[src/rtl/wave_readout.sv]
// wave_readout: drains one half of the double-buffered sample RAM per display
// frame and streams (prev, curr) sample pairs to the line renderer.
module wave_readout #(
    parameter int IDX_W    = 8,
    parameter int SAMPLE_W = 8
) (
    input  logic                clk,
    input  logic                reset,
    input  logic                frame_start,
    input  logic                read_index,
    output logic [IDX_W:0]      read_address,
    input  logic [SAMPLE_W-1:0] read_value,
    output logic                out_valid,
    input  logic                out_ready,
    output logic [IDX_W-1:0]    out_x,
    output logic [SAMPLE_W-1:0] out_prev,
    output logic [SAMPLE_W-1:0] out_curr,
    output logic                out_last,
    output logic                wave_display_idle
);

    typedef enum logic [1:0] {
        IDLE    = 2'd0,
        FETCH   = 2'd1,
        CAPTURE = 2'd2,
        PRESENT = 2'd3
    } state_t;

    localparam logic [IDX_W-1:0] X_MAX = '1;

    state_t         state;
    logic           buf_sel;
    logic [IDX_W-1:0] x;

    // The RAM address always comes straight from the latched half and index.
    assign read_address = {buf_sel, x};

    // Sweep sequencer: fetch, capture and present one pair per index.
    always_ff @(posedge clk) begin
        if (reset) begin
            state             <= IDLE;
            buf_sel           <= 1'b0;
            x                 <= '0;
            out_valid         <= 1'b0;
            out_x             <= '0;
            out_prev          <= '0;
            out_curr          <= '0;
            out_last          <= 1'b0;
            wave_display_idle <= 1'b1;
        end else begin
            case (state)
                IDLE: begin
                    if (frame_start) begin
                        // The half is frozen here; capture may flip read_index
                        // freely once the sweep is running.
                        buf_sel           <= read_index;
                        x                 <= '0;
                        state             <= FETCH;
                        wave_display_idle <= 1'b0;
                    end
                end
                FETCH: begin
                    state <= CAPTURE;
                end
                CAPTURE: begin
                    out_curr  <= read_value;
                    // out_curr still holds sample x-1; the first pair of a
                    // sweep has no predecessor, so it repeats itself.
                    out_prev  <= (x == '0) ? read_value : out_curr;
                    out_x     <= x;
                    out_last  <= (x == X_MAX);
                    out_valid <= 1'b1;
                    state     <= PRESENT;
                end
                PRESENT: begin
                    if (out_ready) begin
                        out_valid <= 1'b0;
                        if (x == X_MAX) begin
                            state             <= IDLE;
                            wave_display_idle <= 1'b1;
                        end else begin
                            x     <= x + 1'b1;
                            state <= FETCH;
                        end
                    end
                end
                default: begin
                    state             <= IDLE;
                    wave_display_idle <= 1'b1;
                end
            endcase
        end
    end

endmodule

[config.mk]
export PLATFORM = sky130hd
export DESIGN_NAME = wave_readout
export DESIGN_NICKNAME = d
export VERILOG_FILES = /design/src/rtl/wave_readout.sv
export SDC_FILE = /design/constraint.sdc
export NUM_CORES = 1
export LEC_CHECK = 0
export ABC_AREA = 1
export CAP_MARGIN = 20
export CORE_ASPECT_RATIO = 0.7
export CORE_MARGIN = 2
export CORE_UTILIZATION = 50
export CTS_BUF_LIST = sky130_fd_sc_hd__clkbuf_4 sky130_fd_sc_hd__clkbuf_8
export DETAILED_ROUTE_END_ITERATION = 8
export PLACE_DENSITY = 0.9
export SLEW_MARGIN = 20
export SYNTH_ARGS = -nofsm -noshare
export SYNTH_HDL_FRONTEND = slang
export SYNTH_SLANG_ARGS = --single-unit
[constraint.sdc]
create_clock -name clk -period 1.75 [get_ports clk]
set_clock_uncertainty 0.2 [all_clocks]
set_input_delay 0.35 -clock clk [delete_from_list [all_inputs] [get_ports clk]]
set_output_delay 0.35 -clock clk [all_outputs]
set_load 0.03 [all_outputs]
-- Word-level counts from Yosys, hierarchy flattened
Index checks and enable logic that the tools add are counted.
- word-level logic and storage cells: 42
- bits in registers: 38
- bits of input ports: 13
- ROM bits: 0
- memories kept: 0
- memory bits (writable): 0
- bits in latches: 0
- output and inout port bits: 36
- $add $sub $neg: 1
- multiplexer cells: 15
- div/mod/pow operators: 0
- $lt $le $gt $ge: 0
- equality and inequality tests: 8
- reductions and logical operators: 9
- shift operators: 0
- bitwise gates (word level): 0
- multipliers: 0
- operators with widths (cell ; number):
    $mux W8 ; 4
    $pmux W8 S2 ; 1
    $add A8 B1 Y8 const B ; 1
    $eq A8 B8 Y1 const B ; 1
    $logic_not A8 Y1 ; 1
    $ne A2 B2 Y1 const B ; 4
    $pmux W2 S4 ; 1
    $reduce_and A4 Y1 ; 2
    $reduce_and A2 Y1 ; 3
    $mux W1 ; 5
    $eq A2 B2 Y1 const B ; 2
    $mux W2 ; 2
    $pmux W1 S2 ; 2
    $reduce_bool A2 Y1 ; 2
    $eq A2 B1 Y1 const B ; 1
    $logic_not A2 Y1 ; 1

-- Longest topological paths before layout
Gate-level depths: netlist (run 1).
- depth after elaboration: 4
- gate-level depth with buffers: 10
- depth with buffers taken out: 10

-- Worst setup path before layout (run 1)
Ideal clock, no wire load.
- kind: register to register
- start point: register x[1]
- end point: register wave_display_idle
- library setup time: 0.119 ns
- data arrival time: 1.388 ns
- stages on the path, launching flop included: 9
- setup slack: 0.043 ns
- cell sequence: dfxtp_1 -> ha_1 -> nand2_1 -> nor2_4 -> nand2_1 -> nand2_1 -> nand2_1 -> o21ai_0 -> nand2_1
- longest elaborated chain between the ends: 3
- ends and longest elaborated chain (item ; line ; RTL):
    from (decl) ; 33 ; logic [IDX_W-1:0] x;
    from (signal assigned) ; 82 ; x <= x + 1'b1;
    $eq A8 B8 Y1 ; 78 ; if (x == X_MAX) begin
    $ne A2 B2 Y1 (no line) ; n/a ;
    $reduce_and A4 Y1 (no line) ; n/a ;
    to (signal assigned) ; 59 ; wave_display_idle <= 1'b0;
    to (signal assigned) ; 80 ; wave_display_idle <= 1'b1;
    to (signal assigned) ; 89 ; wave_display_idle <= 1'b1;
    to (decl) ; 19 ; output logic wave_display_idle
No other way between the ends.
A chain may end at the register's enable or synchronous reset.

-- Worst setup path in the final report (run 1)
- start point: register x[4]
- end point: output read_address[4]
- RTL lines (item ; line ; RTL):
    to (decl) ; 11 ; output logic [IDX_W:0] read_address,
No word-level cell between the ends.

==> results of run 1 <==
## power by group through the flow
stage | Sequential, mW | Combinational (mW) | Clock (mW)
2_1_floorplan | 1.79 | 0.658 | 0
3_3_place_gp | 1.31 | 1.84 | 0
3_5_place_dp | 1.32 | 1.88 | 0
4_1_cts | 1.30 | 1.72 | 0.756
5_1_grt | 1.34 | 1.95 | 0.799
6_report | 1.30 | 1.79 | 0.746
## cell type report
type	count	area (um^2)	share of cell area, %
well taps	50	62.6	2.46
inverters	28	109	4.28
clock inverters	2	37.5	1.48
repair buffers	63	576	22.6
multi-input cells	183	912	35.9
clock buffers	6	76.3	3.00
flip-flops and latches	38	768	30.2
## per-stage QoR
step / TNS (ps) / hold WS, ps / instances / worst slack [ps] / cell area [um^2]
6_report: 0 / 262 / 370 / 63.1 / 2540
5_1_grt: -51.3 / 309 / 370 / -19.3 / 2540
4_1_cts: 0 / 264 / 368 / 15.1 / 2500
3_5_place_dp: -615 / 262 / 360 / -136 / 2430
3_3_place_gp: -241 / 247 / 360 / -76.4 / 2430
2_1_floorplan: 0 / 239 / 259 / 43.4 / 1820
## worst max-delay path by stage
stage / end / depth (start not counted) / startpoint
4_1_cts: x[5]$_SDFFE_PP0P_ / 10 / state[0]$_SDFFE_PP0P_
3_5_place_dp: x[5]$_SDFFE_PP0P_ / 10 / frame_start
6_report: read_address[4] / 1 / x[4]$_SDFFE_PP0P_
3_3_place_gp: x[3]$_SDFFE_PP0P_ / 10 / frame_start
2_1_floorplan: wave_display_idle$_SDFFE_PP1P_ / 8 / x[1]$_SDFFE_PP0P_
5_1_grt: x[5]$_SDFFE_PP0P_ / 10 / state[0]$_SDFFE_PP0P_
## metal layers
layer  up-vias  track usage, %  wire length, um
met5         -               0                0
met4         0            7.58               44
met3         9            6.44              318
met2        65            40.8             2110
met1       850            31.2             2170
li1        940               -                -
## logic make-up after synthesis
logic type	after synthesis	share of synthesized area, %
compound gates	37	10.2
buf+inv	38	8.67
fa+ha+maj	6	4.13
simple gates	140	35.2
flops	38	41.8
## synthesized netlist by cell type (3+ instances only)
| master | n |
|---|---|
| nand2_1 | 52 |
| nor2_1 | 47 |
| dfxtp_1 | 38 |
| nand3_1 | 27 |
| inv_1 | 26 |
| o21ai_0 | 22 |
| a21oi_1 | 14 |
| ha_1 | 6 |
| clkbuf_1 | 5 |
| buf_2 | 3 |
## sequential cells by signal (all words and copies together) (netlist names)
register / flops
out_curr: 8
out_prev: 8
out_x: 8
x: 8
state: 2
buf_sel: 1
out_last: 1
out_valid: 1
wave_display_idle: 1
## repair_timing
action	CTS	global route
hold endpoints to repair	0	0
gates resized for setup	35	12
buffers inserted	0	2
pin swaps	0	2
setup endpoints to repair	35	21
gates cloned	0	0
==> reports/qor_table.md, run 1 <==
| Quantity | Reported |
|:---|:---|
| Run status | finished clean |
| Register-to-Register Setup Slack | 110 ps |
| Vias in the first global route | 1700 |
| Final count of hold timing violations | 0 |
| Hold-fix buffers, CTS | 0 |
| Total Routed Length | 4650 um |
| CP bufs+invs | 1 |
| Leading cell types in the layout, fill and taps excluded | nand2_1, nor2_1, dlygate4sd2_1 |
| Initial core utilization | 51.7% |
| Area of the placeable core | 3510 um^2 |
| Clock insertion delay at the later pin of the skew report | 290 ps |
| Number of failing setup endpoints in the final timing report | 0 |
| Crit share post-route | 96.4% |
| Top-area cell type share of the netlist area | 41.8% |
| Gate family responsible for the most delay along the worst path | buffers and inverters |
| Master cell of the clock root buffer | clkbuf_8 |
| Number of storage elements in the synthesis netlist | 38 |
| Clock Path Buffers | 2 |
| All-layer global routing usage | 24.1% |
| Site row count | 18 |
| Filler cell count | 292 |
| Async SR Flop Fraction | 0% |
| Largest incremental delay on the critical path | 430 ps |
| Routability congestion estimate | 0.904 |
| Post-synthesis instance area | 1820 um^2 |
| Setup crit start kind | flop |
| Largest voltage drop on the vdd net | 0.953 mV |
| Slew @ Worst Pin | 313 ps |
| Final core area utilization | 72.3% |
| Sink Count | 38 |
| Final worst path period need | 1690 ps |
| Via count of the routed design | 1864 |
| Endpoint of the worst register-to-register path | x[6]$_SDFFE_PP0P_ |
| Critical-path maximum fanout | 5 |
| Static leakage | 1.31 nW |
| Portion of the post-synthesis area used by sequential elements | 41.8% |
| Slew Limit Headroom | 79.0% |
| WHS Path Cells | 2 |
| Leading cell type in the layout, fill and taps excluded | nand2_1 |
| Number of instances in the synthesized netlist | 259 |
| Maximum clock frequency | 0.593 GHz |
| Post-synth EDFFs | 0 |
| Worst-path cell with the longest stage delay | dlygate4sd2_1 |
| Overall die width | 76.1 um |
| YS warnings | 0 |
| Die area | 4140 um^2 |
| Power per cell area | 1510 nW/um^2 |
| Sequential share of power | 34.0% |
| Count of boundary I/O pins | 49 |
| DRT Pass-1 Iters | 4 |
| Part of the power in the clock network | 19.4% |
| Share of final-layout standard cells stronger than drive strength 1 | 13.4% |
| Netlist cell types | 25 |
| Number of antenna violations at the first check in global routing | 0 |
| Hold/Removal Path Class | flop to flop |
| Slew Viols, Final | 0 |
| Pin count of the biggest net entering global routing | 28 |
| Half-perimeter wire length after detailed placement | 3450 um |
| Die height | 54.5 um |
| Endpoint, Worst Hold | wave_display_idle$_SDFFE_PP1P_ |
| Congestion Overflow GR | 0 |
| Net Switching | 1.63 mW |
| Internal power consumption | 2.21 mW |
| Clock tree from TritonCTS | done |
| Cell types occupying the most area after synthesis | dfxtp_1, nand2_1, nor2_1, nand3_1, o21ai_0 |
| Residual DRC | 0 |
| Area growth from synthesis to layout | 39.8% |
| Cell count of the worst reg-to-reg path | 10 |
| Post-Syn Nets | 278 |
| Setup repair after global routing missed its margin | true |
| CTS buffer count | 5 |
| Cell Chain, Critical Path | dlygate4sd2_1 |
| Endpoint required time on the critical path | 1200 ps |
| Reg-to-Reg Start | state[0]$_SDFFE_PP0P_ |
| Post-layout nets | 338 |
| Critical hold path startpoint | wave_display_idle$_SDFFE_PP1P_ |
| Antenna cell count | 0 |
| Crit. End Element | output port |
| MaxCap Viol Count | 0 |
| Total power after layout | 3.84 mW |
| Mean area per synthesized cell | 7.02 um^2 |
| # port buffers | 48 |
| First-pass GRT wire length | 7710 um |
| Maximum level of the CTS H-tree | 2 |
| Post-synth top area cell | dfxtp_1 |
| Sw Share | 42.5% |
| Initial drt markers | 128 |
| Main synth FF type | dfxtp_1 |
| ANT nets after route | 0 |
| Crit path kind | flop to output port |
| Wirelength per Cell | 12.6 um |
| Share of total power in combinational logic | 46.5% |
| Clock transition at the registers of the reported paths | 70 ps |
| Critical Path AT | 1140 ps |
| Via density per instance | 5.04 |
Power figures use the tool's default switching activity.
==> inputs of run 2 (changes only) <==
--- a/config.mk
+++ b/config.mk
@@ -7,8 +7,6 @@
 export LEC_CHECK = 0
 export ABC_AREA = 1
 export CAP_MARGIN = 20
-export CORE_ASPECT_RATIO = 0.7
-export CORE_MARGIN = 2
 export CORE_UTILIZATION = 50
 export CTS_BUF_LIST = sky130_fd_sc_hd__clkbuf_4 sky130_fd_sc_hd__clkbuf_8
 export DETAILED_ROUTE_END_ITERATION = 8
==> run 2 against run 1 <==
Compared with the run above: design area shrank 3.2%; power fell by 7.5%; sequential cell count stayed put; via count shrank 0.59%; clock power is 31% lower; die area fell by 6.3%; register-to-register slack worse by 20 ps; largest cell class unchanged.
==> reports/qor_table.md, run 2 (synthesis gave the netlist of run 1 again) <==
| Quantity | Reported | Change |
|:---|:---|:---|
| # port buffers | 48 | unchanged |
| Power per cell area | 1440 nW/um^2 | -4.5% |
| Overall die width | 62.3 um | -18% |
| Internal power consumption | 1.95 mW | -12% |
| DRT Pass-1 Iters | 4 | unchanged |
| Leading cell types in the layout, fill and taps excluded | nand2_1, nor2_1, dfxtp_1 |  |
| Slew Limit Headroom | 75.8% | -3.2 points |
| Clock insertion delay at the later pin of the skew report | 360 ps | +70 ps |
| Antenna cell count | 0 | unchanged |
| Final worst path period need | 1690 ps | +6.00 ps |
| Maximum level of the CTS H-tree | 2 | unchanged |
| Hold/Removal Path Class | flop to flop |  |
| Die height | 62.3 um | +14% |
| Clock Path Buffers | 2 | unchanged |
| Finished Layout Cells | 368 | -0.54% |
| Congestion Overflow GR | 0 | unchanged |
| Share of total power in combinational logic | 48.8% | +2.3 points |
| Via density per instance | 5.04 | about the same |
| MaxCap Viol Count | 0 | unchanged |
| Crit share post-route | 96.7% | +0.34 points |
| Cell Chain, Critical Path | clkdlybuf4s15_1 |  |
| Half-perimeter wire length after detailed placement | 3290 um | -4.8% |
| Vias in the first global route | 1671 | -1.7% |
| Initial drt markers | 104 | -19% |
| DP Cell Count | 358 | -0.56% |
| All-layer global routing usage | 24.4% | +0.22 points |
| Crit path kind | flop to output port |  |
| Pin count of the biggest net entering global routing | 28 | unchanged |
| Static leakage | 1.28 nW | -2.5% |
| Die area | 3880 um^2 | -6.3% |
| Total Routed Length | 4440 um | -4.5% |
| Largest incremental delay on the critical path | 400 ps | -30 ps |
| Worst setup path startpoint | out_curr[7]$_SDFFE_PP0P_ |  |
| Initial core utilization | 53.2% | +1.5 points |
| Hold-fix buffers, CTS | 0 | unchanged |
| CP bufs+invs | 1 | unchanged |
| Area of the placeable core | 3420 um^2 | -2.8% |
| Critical Path AT | 1140 ps | about the same |
| Final count of hold timing violations | 0 | unchanged |
| Via count of the routed design | 1853 | -0.59% |
| Post-layout nets | 340 | +0.59% |
| Part of the power in the clock network | 14.6% | -4.8 points |
| Minimum setup slack in the final design | 57.1 ps | -6.00 ps |
| Sequential share of power | 36.6% | +2.6 points |
| Leading cell type in the layout, fill and taps excluded | nand2_1 |  |
| Crit. End Element | output port |  |
| Gate family responsible for the most delay along the worst path | flip-flops |  |
| First-pass GRT wire length | 7370 um | -4.5% |
| Clock transition at the registers of the reported paths | 120 ps | +50 ps |
| Sw Share | 45.0% | +2.5 points |
| Net Switching | 1.60 mW | -2.0% |
| Total negative setup slack | 0 ps | unchanged |
| Area growth from synthesis to layout | 35.4% |  |
| Run status | finished clean |  |
| CTS buffer count | 5 | unchanged |
| Post-detailed-placement cell area | 2430 um^2 | -0.10% |
| Clock tree from TritonCTS | done |  |
| Count of boundary I/O pins | 49 | unchanged |
| Wirelength per Cell | 12.1 um | -4.0% |
| Routability congestion estimate | 0.939 | +3.9% |
| Critical hold path startpoint | buf_sel$_SDFFE_PP0P_ |  |
| Setup crit start kind | flop |  |
| Sink Count | 38 | unchanged |
| Critical-path maximum fanout | 3 | -2 |
| Largest voltage drop on the vdd net | 1.08 mV | +14% |
| Residual DRC | 0 | unchanged |
| Setup Slack @ Placement | -73.7 ps | +62.2 ps |
| Site row count | 21 | +3 |
| Number of failing setup endpoints in the final timing report | 0 | unchanged |
| ANT nets after route | 0 | unchanged |
| Design area | 2460 um^2 | -3.2% |
| Master cell of the clock root buffer | clkbuf_4 |  |
| Endpoint required time on the critical path | 1200 ps | about the same |
| Share of final-layout standard cells stronger than drive strength 1 | 15.2% | +1.8 points |
| Worst-path cell with the longest stage delay | dfxtp_1 |  |
| Reg-to-Reg Start | state[0]$_SDFFE_PP0P_ |  |
| Slew Viols, Final | 0 | unchanged |
| Maximum clock frequency | 0.591 GHz | -0.35% |
| Number of antenna violations at the first check in global routing | 0 | unchanged |
| Slew @ Worst Pin | 364 ps | +50.8 ps |
-- run 2: cell types whose count changed in the layout (fill, tap and decap cells not counted), sizes merged --
cell,change
clkbuf,+5
buf,+2
clkdlybuf4s15,+1
clkinvlp,-2
clkinv,+2
dlygate4sd2,-5
bufinv,-1
-- run 2: cell type report --
cell class              count  area (um^2)
well taps                  46         57.6
fillers                   289          955
clock inverters             1         5.00
flip-flops and latches     38          766
clock buffers               7         58.8
repair buffers             65          561
inverters                  28          106
multi-input cells         183          907
-- run 2: final timing paths --
kind | endpoint | slack (ps) | depth (start not counted)
max | out_curr[7] | 60 | 1
min | buf_sel$_SDFFE_PP0P_ | 260 | 2
max reg2reg | x[6]$_SDFFE_PP0P_ | 90 | 10
min reg2reg | buf_sel$_SDFFE_PP0P_ | 260 | 2
-- run 2: timing repair --
action	CTS	global route
resized for setup	37	16
setup buffers	0	2
pin swaps	0	2
setup endpoints to repair	36	25
-- run 2: power by group through the flow --
| stage | Combinational [mW] | Clock (mW) | Sequential [mW] |
|---|---|---|---|
| after floorplan | 0.658 | 0 | 1.79 |
| after global placement | 1.83 | 0 | 1.31 |
| after detailed placement | 1.87 | 0 | 1.32 |
| after CTS | 1.70 | 0.516 | 1.29 |
| after global routing | 1.87 | 0.571 | 1.34 |
| final | 1.73 | 0.518 | 1.30 |
-- run 2: metrics by stage --
step / hold slack, ps / utilization, % / total power, mW
6_report: 263 / 72.1 / 3.55
5_1_grt: 282 / 72.1 / 3.78
4_1_cts: 265 / 71.7 / 3.51
3_5_place_dp: 250 / 71.0 / 3.19
3_3_place_gp: 246 / 71.0 / 3.14
2_1_floorplan: 239 / - / 2.45
-- run 2: metal layers --
| layer | track usage, % | wire length, um | up-vias |
|---|---|---|---|
| li1 | - | - | 946 |
| met1 | 28.3 | 1960 | 829 |
| met2 | 41.3 | 2090 | 71 |
| met3 | 7.54 | 298 | 7 |
| met4 | 10.2 | 87 | 0 |
| met5 | 0 | 0 | - |
